--- src/rtl/codes.sv ---
// Shared encodings and helpers for the memory bus master.
package codes;

  localparam int unsigned DATA_W = 32;
  localparam int unsigned BE_W   = 4;

  typedef enum logic [1:0] {
    IDLE = 2'd0,
    WAIT = 2'd1,
    DATA = 2'd2
  } mem_port_state_t;

  // Move right-justified store data onto the byte lanes selected by the address offset.
  function automatic logic [DATA_W-1:0] steer_store_data(input logic [DATA_W-1:0] data,
                                                         input logic [1:0] offset);
    return data << {offset, 3'b000};
  endfunction

endpackage

--- src/rtl/mem_bus_watchdog.sv ---
// Watchdog for stalled bus transactions: counts consecutive stalled WAIT cycles
// and raises a sticky error when the limit is reached.
module mem_bus_watchdog #(
  parameter int unsigned TIMEOUT_CYCLES = 1024
) (
  input  logic clk,
  input  logic reset,
  input  logic count_en,
  output logic timeout_c,
  output logic bus_error
);

  localparam int unsigned CNT_W = $clog2(TIMEOUT_CYCLES + 1);

  logic [CNT_W-1:0] count;

  assign timeout_c = count_en && (count == CNT_W'(TIMEOUT_CYCLES - 1));

  // Consecutive-stall counter and sticky error flag.
  always_ff @(posedge clk) begin
    if (reset) begin
      count     <= '0;
      bus_error <= 1'b0;
    end else begin
      if (!count_en || timeout_c) count <= '0;
      else                        count <= count + CNT_W'(1);
      if (timeout_c) bus_error <= 1'b1;
    end
  end

endmodule

--- src/rtl/mem_bus_master.sv ---
// Avalon-MM master port for the multicycle CPU. Requests issue with zero added
// latency and are held in registers across waitrequest.
// Optional feature: define MEM_TIMEOUT_EN to enable the waitrequest watchdog.
module mem_bus_master
  import codes::*;
#(
  parameter int unsigned TIMEOUT_CYCLES = 1024
) (
  input  logic        clk,
  input  logic        reset,
  input  logic        ram_read_en_i,
  input  logic        ram_write_en_i,
  input  logic [3:0]  ram_byte_en_i,
  input  logic [31:0] ram_addr_i,
  input  logic [31:0] ram_wr_data_i,
  output logic        stall_o,
  output logic        readdata_valid_o,
  output logic [31:0] readdata_o,
  output logic        bus_error_o,
  output logic [31:0] avm_address_o,
  output logic        avm_read_o,
  output logic        avm_write_o,
  output logic [3:0]  avm_byteenable_o,
  output logic [31:0] avm_writedata_o,
  input  logic        avm_waitrequest_i,
  input  logic [31:0] avm_readdata_i
);

  mem_port_state_t state, state_next;

  logic [31:0] hold_addr, hold_data, rd_hold;
  logic [3:0]  hold_be;
  logic        hold_write;

  logic        req_write, req_read, req_active;
  logic        latch_req, stalled_wait, timeout;
  logic [31:0] req_addr, req_data;

  // A simultaneous read and write request keeps only the write.
  assign req_write    = ram_write_en_i;
  assign req_read     = ram_read_en_i & ~ram_write_en_i;
  assign req_active   = req_write | req_read;
  assign req_addr     = {ram_addr_i[31:2], 2'b00};
  assign req_data     = steer_store_data(ram_wr_data_i, ram_addr_i[1:0]);
  assign stalled_wait = (state == WAIT) && avm_waitrequest_i;

`ifdef MEM_TIMEOUT_EN
  mem_bus_watchdog #(
    .TIMEOUT_CYCLES(TIMEOUT_CYCLES)
  ) u_watchdog (
    .clk       (clk),
    .reset     (reset),
    .count_en  (stalled_wait),
    .timeout_c (timeout),
    .bus_error (bus_error_o)
  );
`else
  logic unused_timeout_cfg;
  assign unused_timeout_cfg = (|TIMEOUT_CYCLES) & stalled_wait;
  assign timeout            = 1'b0;
  assign bus_error_o        = 1'b0;
`endif

  // Next-state and bus outputs: live request when issue-capable, hold registers in WAIT.
  always_comb begin
    state_next       = state;
    latch_req        = 1'b0;
    avm_address_o    = req_addr;
    avm_byteenable_o = ram_byte_en_i;
    avm_writedata_o  = req_data;
    avm_read_o       = 1'b0;
    avm_write_o      = 1'b0;
    stall_o          = 1'b0;
    readdata_valid_o = 1'b0;
    readdata_o       = rd_hold;

    case (state)
      WAIT: begin
        avm_address_o    = hold_addr;
        avm_byteenable_o = hold_be;
        avm_writedata_o  = hold_data;
        avm_read_o       = ~hold_write;
        avm_write_o      = hold_write;
        stall_o          = avm_waitrequest_i;
        if (!avm_waitrequest_i) state_next = hold_write ? IDLE : DATA;
        else if (timeout)       state_next = IDLE;
      end
      IDLE, DATA: begin
        if (state == DATA) begin
          readdata_valid_o = 1'b1;
          readdata_o       = avm_readdata_i;
        end
        avm_read_o  = req_read;
        avm_write_o = req_write;
        stall_o     = req_active & avm_waitrequest_i;
        if (!req_active) begin
          state_next = IDLE;
        end else if (avm_waitrequest_i) begin
          latch_req  = 1'b1;
          state_next = WAIT;
        end else begin
          state_next = req_read ? DATA : IDLE;
        end
      end
      default: state_next = IDLE;
    endcase

    if (reset) begin
      avm_read_o       = 1'b0;
      avm_write_o      = 1'b0;
      stall_o          = 1'b0;
      readdata_valid_o = 1'b0;
    end
  end

  // State register.
  always_ff @(posedge clk) begin
    if (reset) state <= IDLE;
    else       state <= state_next;
  end

  // Request hold registers and last-read-word register.
  always_ff @(posedge clk) begin
    if (reset) begin
      hold_addr  <= '0;
      hold_data  <= '0;
      hold_be    <= '0;
      hold_write <= 1'b0;
      rd_hold    <= '0;
    end else begin
      if (latch_req) begin
        hold_addr  <= req_addr;
        hold_data  <= req_data;
        hold_be    <= ram_byte_en_i;
        hold_write <= req_write;
      end
      if (state == DATA) rd_hold <= avm_readdata_i;
    end
  end

endmodule

--- config.mk ---
export PLATFORM = sky130hd
export DESIGN_NAME = mem_bus_master
export DESIGN_NICKNAME = d
export VERILOG_FILES = /design/src/rtl/codes.sv /design/src/rtl/mem_bus_watchdog.sv /design/src/rtl/mem_bus_master.sv
export SDC_FILE = /design/constraint.sdc
export NUM_CORES = 1
export LEC_CHECK = 0
export CAP_MARGIN = 15
export CELL_PAD_IN_SITES_DETAIL_PLACEMENT = 1
export CELL_PAD_IN_SITES_GLOBAL_PLACEMENT = 1
export CORE_MARGIN = 3
export CORE_UTILIZATION = 28
export CTS_CLUSTER_SIZE = 25
export DETAILED_ROUTE_END_ITERATION = 8
export PLACE_DENSITY_LB_ADDON = 0.1
export SETUP_SLACK_MARGIN = 0.4
export SLEW_MARGIN = 5
export SYNTH_ARGS = -nofsm -noshare
export SYNTH_HDL_FRONTEND = slang
export SYNTH_HIERARCHICAL = 1
export SYNTH_SLANG_ARGS = --single-unit
--- constraint.sdc ---
create_clock -name clk -period 1.4 [get_ports clk]
set_input_delay 0.21 -clock clk [delete_from_list [all_inputs] [get_ports clk]]
set_output_delay 0.21 -clock clk [all_outputs]
set_load 0.005 [all_outputs]
==> results of run 1 <==
worst paths after layout:
| kind | cells past startpoint | start | slack [ns] | end |
|---|---|---|---|---|
| setup / recovery | 7 | state[1]$_SDFFE_PP0P_ | -0.60 | readdata_o[16] |
| hold / removal | 4 | reset | 0.31 | state[0]$_SDFFE_PP0P_ |
| setup reg to reg | 6 | state[0]$_SDFFE_PP0P_ | -0.32 | hold_data[10]$_SDFFE_PP0P_ |
| hold reg to reg | 2 | hold_addr[29]$_SDFFE_PP0P_ | 0.47 | hold_addr[29]$_SDFFE_PP0P_ |
per-stage QoR:
stage          TNS, ns  hold WS, ns  setup WS [ns]
3_5_place_dp    -75.79       0.4666        -0.9052
5_1_grt         -72.55       0.3325        -0.6515
3_3_place_gp    -71.45       0.4568        -0.8601
4_1_cts         -64.04       0.3184        -0.7954
6_report        -63.21       0.3120        -0.6007
2_1_floorplan        0       0.2787         0.1128
critical path, stage by stage (launching register included):
cell and delay (ns):
dfxtp_4 0.38, buf_12 0.11, nand2b_4 0.12, buf_16 0.17, buf_8 0.12, buf_6 0.11
mux2_4 0.30, buf_6 0.12
routing by layer:
layer	vias up	share of wire (%)	routed length [µm]	track usage (%)
met5	-	0.061	18	0
met4	2	3.3	974	6.503
met3	70	4.0	1190	2.780
met2	231	52	15250	35.26
met1	3375	41	12080	27.57
li1	3019	-	-	-
synth_stat cells (4+ instances only):
cell type	instances
a211oi_1	8
nor2_1	11
mux2_1	19
a2bb2oi_1	8
mux2_2	13
buf_6	6
buf_2	22
nand2_1	152
buf_4	7
or4_1	8
nor2b_1	4
and2_1	32
o31ai_1	8
mux4_2	8
nand3_1	50
buf_1	4
dfxtp_1	101
o21ai_0	59
a21oi_1	78
mux2i_1	16
clkbuf_1	31
nand4_1	8
what timing repair did:
action,CTS,global route
gates resized for setup,157,577
endpoints found under the setup margin,203,203
pin swaps,1,128
buffers inserted,9,74
gates cloned,6,24
area by class of cell:
type,count,area (µm²),area share (%)
Clock buffer,10,239.0,2.114
Clock inverter,6,53.80,0.4760
Inverter,2,7.507,0.06642
Multi-Input combinational cell,500,4393,38.87
Sequential cell,101,2029,17.96
Tap cell,229,286.5,2.535
Timing Repair Buffer,408,4293,37.98
cell families after synthesis:
family	Yosys count
AOI/OAI and AO/OA	164
buffers and inverters	72
DFF	101
muxes	56
other	1
and+or+nand+nor	275
power by group through the flow:
| stage | logic, mW | registers (mW) | clock network [mW] |
|---|---|---|---|
| 2_1_floorplan | 0.972 | 3.12 | 0 |
| 6_report | 3.06 | 3.12 | 2.57 |
| 3_5_place_dp | 2.11 | 3.14 | 0 |
| 5_1_grt | 3.22 | 3.13 | 2.72 |
| 3_3_place_gp | 2.07 | 3.13 | 0 |
| 4_1_cts | 2.15 | 3.07 | 2.59 |
registers in the layout, indices dropped and copies added, names as in the netlist:
register,flops
hold_data,32
rd_hold,32
hold_addr,30
hold_be,4
state,2
hold_write,1
==> results.json, run 1 <==
{
  "route.detailed.vias_per_inst": 5.332,
  "share_of_flip_flops_with_an_asynchronous_set_or_reset_after_synthesis_pct": 0,
  "result_of_the_run": "complete, but fails checks",
  "postSynthAreaPerCell_um2": 7.878,
  "stdcell_count": 1256,
  "largest_fanout_on_the_critical_path": 5,
  "num-fill-cells": 1939,
  "critPathRequiredTime_ns": 1.19,
  "route.antenna.remaining_nets": 0,
  "synthesis.area_um2": 5270,
  "report.final.hold_viol_count": 0,
  "switching_power_mw": 2.812,
  "post-route-min-period_ns": 2.001,
  "max_freq_ghz": 0.4998,
  "chipHeight_um": 143.2,
  "synth_edf_count": 0,
  "synth-main-ff-cell": "dfxtp_1",
  "netlist.area_leader.share_pct": 38.37,
  "ctsRootBufferMaster": "clkbuf_16",
  "cts-hold-fix-buffers": 0,
  "worstPathArrival_ns": 1.79,
  "area_leader_netlist": "dfxtp_1",
  "pwr-share-comb_pct": 35.0,
  "vdd.ir_drop.worst_v": 0.0006624,
  "grtUsageTotal_pct": 20.83,
  "power.density_nw_per_um2": 774.3,
  "synth_mux_area_share_pct": 13.30,
  "synth_compound_area_share_pct": 17.17,
  "grt_start_max_net_pins": 35,
  "synth.yosys.seq_area_share_pct": 38.37,
  "floorplan.die_area_um2": 20500,
  "layout_commonest_cell": "dfxtp_1",
  "synthXorXnorAreaFrac_pct": 0,
  "place_inst": 1127,
  "place_area_um2": 8572,
  "firstDrtPassIters": 4,
  "cts_tree": "yes",
  "insertedDiodeCount": 0,
  "num_vias": 6697,
  "setup_ws_ns": -0.6007,
  "synth_seq_cells": 101,
  "post-dp-hpwl_um": 15340,
  "floorplan.initialDensity_pct": 28.94,
  "endpoint_kind": "primary output",
  "seq_power_share_pct": 35.6,
  "global_route_wire_length_before_repair_um": 34010,
  "cap_viol_max_count": 0,
  "synthTopCellsByArea": "dfxtp_1 (38%), nand2_1 (11%), a21oi_1 (7.4%), o21ai_0 (5.6%), nand3_1 (4.7%)",
  "p_int_mw": 5.940,
  "post-route-drc-count": 0,
  "fin_worst_skew_ns": 0.006036,
  "unrepaired_setup_endpoints_after_global_routing": "yes",
  "slew_viol_final": 0,
  "port_buffers": 206,
  "rows": 49,
  "timing_worst_setup_path_type": "reg2out",
  "path_clk_slew_ns": 0.07,
  "ys.warnings.count": 6,
  "grt_overflow_total": 0,
  "clock_latency_ns": 0.37,
  "commonest_cells_after_routing_fill_and_taps_aside": "dfxtp_1 (99), clkdlybuf4s50_1 (94), buf_4 (86)",
  "worst_hold_path_type": "in2reg",
  "max-clock-path-buffers": 2,
  "cp-start-kind": "flip-flop",
  "synth_adder_area_share_pct": 0,
  "grt_antenna_before_repair": 1,
  "first_global_vias": 6236,
  "num-nets-final": 1127,
  "failed_checks": "setup timing",
  "switching_share_pct": 32.13,
  "simple_gate_area_share_of_the_yosys_netlist_pct": 24.10,
  "dominant_combinational_cell_family_by_area_after_synthesis": "simple AND/OR/NAND/NOR gates",
  "p_leak_nw": 5.064,
  "clock_sink_count": 101,
  "coreArea_um2": 18210,
  "count_of_h_tree_levels_built_during_cts": 3,
  "post_drt_wl_per_cell_um": 23.50,
  "timing.final.crit_share_pct": 142.9,
  "setup-violations-final": 198,
  "number_of_distinct_standard_cells_referenced_by_the_synthesized_netlist": 33,
  "slew_headroom_pct": 47.05,
  "worst_slew_pin_tran_ns": 0.7934,
  "detailedRoute.firstIterationViolations": 282,
  "place_congestion": 0.8658,
  "post_synth_inst_count": 669,
  "flow.area_growth_from_synthesis_pct": 114.5,
  "drt_wl_total_um": 29510,
  "post_route_total_power_mw": 8.752,
  "numCtsBuffers": 9,
  "clockPowerShare_pct": 29.4,
  "post-route-cell-area_um2": 11300,
  "io_pins": 210,
  "die_w_um": 143.2,
  "finish.utilization_pct": 62.07,
  "final_layout_size_suffix_gt1_share_pct": 59.20
}
Note: power is estimated with default switching activity, not from simulation.
==> run 2, diff against run 1 <==
- CORE_MARGIN: 3 -> not set
==> results.json, run 2 (synthesis gave the netlist of run 1 again) <==
{
  "num-nets-final": 1138,
  "critical-path-top-delay-family": "buffers and inverters",
  "commonest_cells_after_routing_fill_and_taps_aside": "buf_6 (114), dfxtp_1 (99), clkdlybuf4s50_1 (94)",
  "clock_latency_ns": 0.37,
  "chipHeight_um": 139.2,
  "post-route-drc-count": 12,
  "global_route_wire_length_before_repair_um": 40250,
  "largest_fanout_on_the_critical_path": 6,
  "layout_commonest_cell": "buf_6",
  "worst_hold_path_type": "in2reg",
  "coreArea_um2": 18210,
  "flow.area_growth_from_synthesis_pct": 125.4,
  "critical_path_cell_by_cell": "buf_6 > nand2b_4 > buf_12 > buf_12 > buf_12 > buf_16 > nand2_1 > nand2_1 > buf_2",
  "unrepaired_setup_endpoints_after_global_routing": "yes",
  "num-fill-cells": 1881,
  "worstPathArrival_ns": 1.80,
  "crit_top_cell": "buf_12",
  "grt_overflow_total": 0,
  "post-dp-hpwl_um": 15500,
  "worst_slew_pin_tran_ns": 1.089,
  "worst-path-buf-inv": 6,
  "route.detailed.vias_per_inst": 5.343,
  "drt_wl_total_um": 30910,
  "grtUsageTotal_pct": 26.91,
  "timing.final.crit_share_pct": 143.7,
  "setup-violations-final": 174,
  "dp_slack_ns": -1.048,
  "max-clock-path-buffers": 2,
  "report.final.hold_viol_count": 0,
  "cp-start-kind": "flip-flop",
  "place_congestion": 0.9458,
  "port_buffers": 206,
  "rows": 49,
  "grt_antenna_before_repair": 0,
  "grt_util_met1_pct": 31.03,
  "cts_tree": "yes",
  "num_vias": 6764,
  "result_of_the_run": "complete, but fails checks",
  "count_of_h_tree_levels_built_during_cts": 3,
  "numCtsBuffers": 9,
  "fin_worst_skew_ns": 0.01186,
  "first_global_vias": 7174,
  "peak_per_stage_delay_on_the_critical_path_ns": 0.34,
  "grt.busiest_layer": "met2",
  "p_leak_nw": 5.252,
  "post-route-min-period_ns": 2.011,
  "setup_ws_ns": -0.6114,
  "vdd.ir_drop.worst_v": 0.0006119,
  "critPathRequiredTime_ns": 1.19,
  "firstDrtPassIters": 8,
  "max_freq_ghz": 0.4972,
  "slew_viol_final": 0,
  "worst_path_max_delay_cell": "dfxtp_2",
  "top_regs": "hold_data: 32 flops, rd_hold: 32 flops, hold_addr: 30 flops",
  "power.density_nw_per_um2": 784.2,
  "detailedRoute.firstIterationViolations": 381,
  "cap_viol_max_count": 0,
  "timing_worst_setup_path_type": "reg2out",
  "die_w_um": 139.2,
  "grtUsageMet3_pct": 4.420,
  "groute.layer.met2.usage_pct": 49.42,
  "failed_checks": "DRC, setup timing",
  "floorplan.initialDensity_pct": 28.94,
  "path_clk_slew_ns": 0.08,
  "ctsRootBufferMaster": "clkbuf_16",
  "endpoint_kind": "primary output",
  "floorplan.die_area_um2": 19370,
  "route.antenna.remaining_nets": 0,
  "slew_headroom_pct": 27.30,
  "io_pins": 210,
  "finish.utilization_pct": 65.22,
  "clock_sink_count": 101,
  "final_layout_size_suffix_gt1_share_pct": 64.03,
  "insertedDiodeCount": 0,
  "grt_start_max_net_pins": 39,
  "post_drt_wl_per_cell_um": 24.41
}
==> run 2: per-stage QoR <==
step | power [mW] | TNS, ns | instance area (µm²) | hold slack [ns] | cells
detailed placement | 5.267 | -80.71 | 8602 | 0.4682 | 1131
floorplan | 4.090 | 0 | 5927 | 0.2787 | 671
CTS | 8.722 | -49.11 | 10740 | 0.2733 | 1249
global placement | 5.212 | -74.84 | 8602 | 0.4565 | 1131
finish | 9.314 | -56.48 | 11880 | 0.2454 | 1266
global route | 9.600 | -62.45 | 11880 | 0.2437 | 1266
==> run 2: path summary, 6_finish.rpt <==
kind | slack [ns] | endpoint | startpoint | cells past startpoint
max reg2reg | -0.32 | rd_hold[24]$_SDFF_PP0_ | state[1]$_SDFFE_PP0P_ | 9
min | 0.25 | state[1]$_SDFFE_PP0P_ | avm_waitrequest_i | 2
max | -0.61 | avm_address_o[29] | state[1]$_SDFFE_PP0P_ | 9
min reg2reg | 0.47 | hold_addr[7]$_SDFFE_PP0P_ | hold_addr[7]$_SDFFE_PP0P_ | 2
==> run 2: repair_timing <==
action / 4_1_cts / 5_1_grt
cloned: 21 / 2
setup buffers: 82 / 15
pin swaps: 73 / 65
resized for setup: 677 / 251
hold endpoints to repair: 0 / 0
endpoints found under the setup margin: 203 / 203
hold buffers: 0 / 0
==> run 2: per-layer routing <==
metal | wire length (µm) | part of all wire (%) | vias to the layer above
met5 | 0 | 0 | -
met4 | 1046 | 3.4 | 0
met3 | 1314 | 4.3 | 66
met2 | 16810 | 54 | 236
met1 | 11730 | 38 | 3419
li1 | - | - | 3043
==> run 2: power by group <==
group / internal, mW / total [mW] / switching [mW]
logic: 1.84 / 3.32 / 1.48
registers: 3.01 / 3.13 / 0.123
clock network: 1.58 / 2.87 / 1.29
total: 6.42 / 9.31 / 2.89
==> run 2: layout make-up <==
class,count,area [µm²],area share [%]
clock buffer,9,225.2,1.896
sequential,101,2027,17.07
clock inverter,6,95.09,0.8007
timing repair buffer,419,4781,40.25
multi-input combinational,500,4454,37.51
tap,229,286.5,2.413
inverter,2,7.507,0.06321
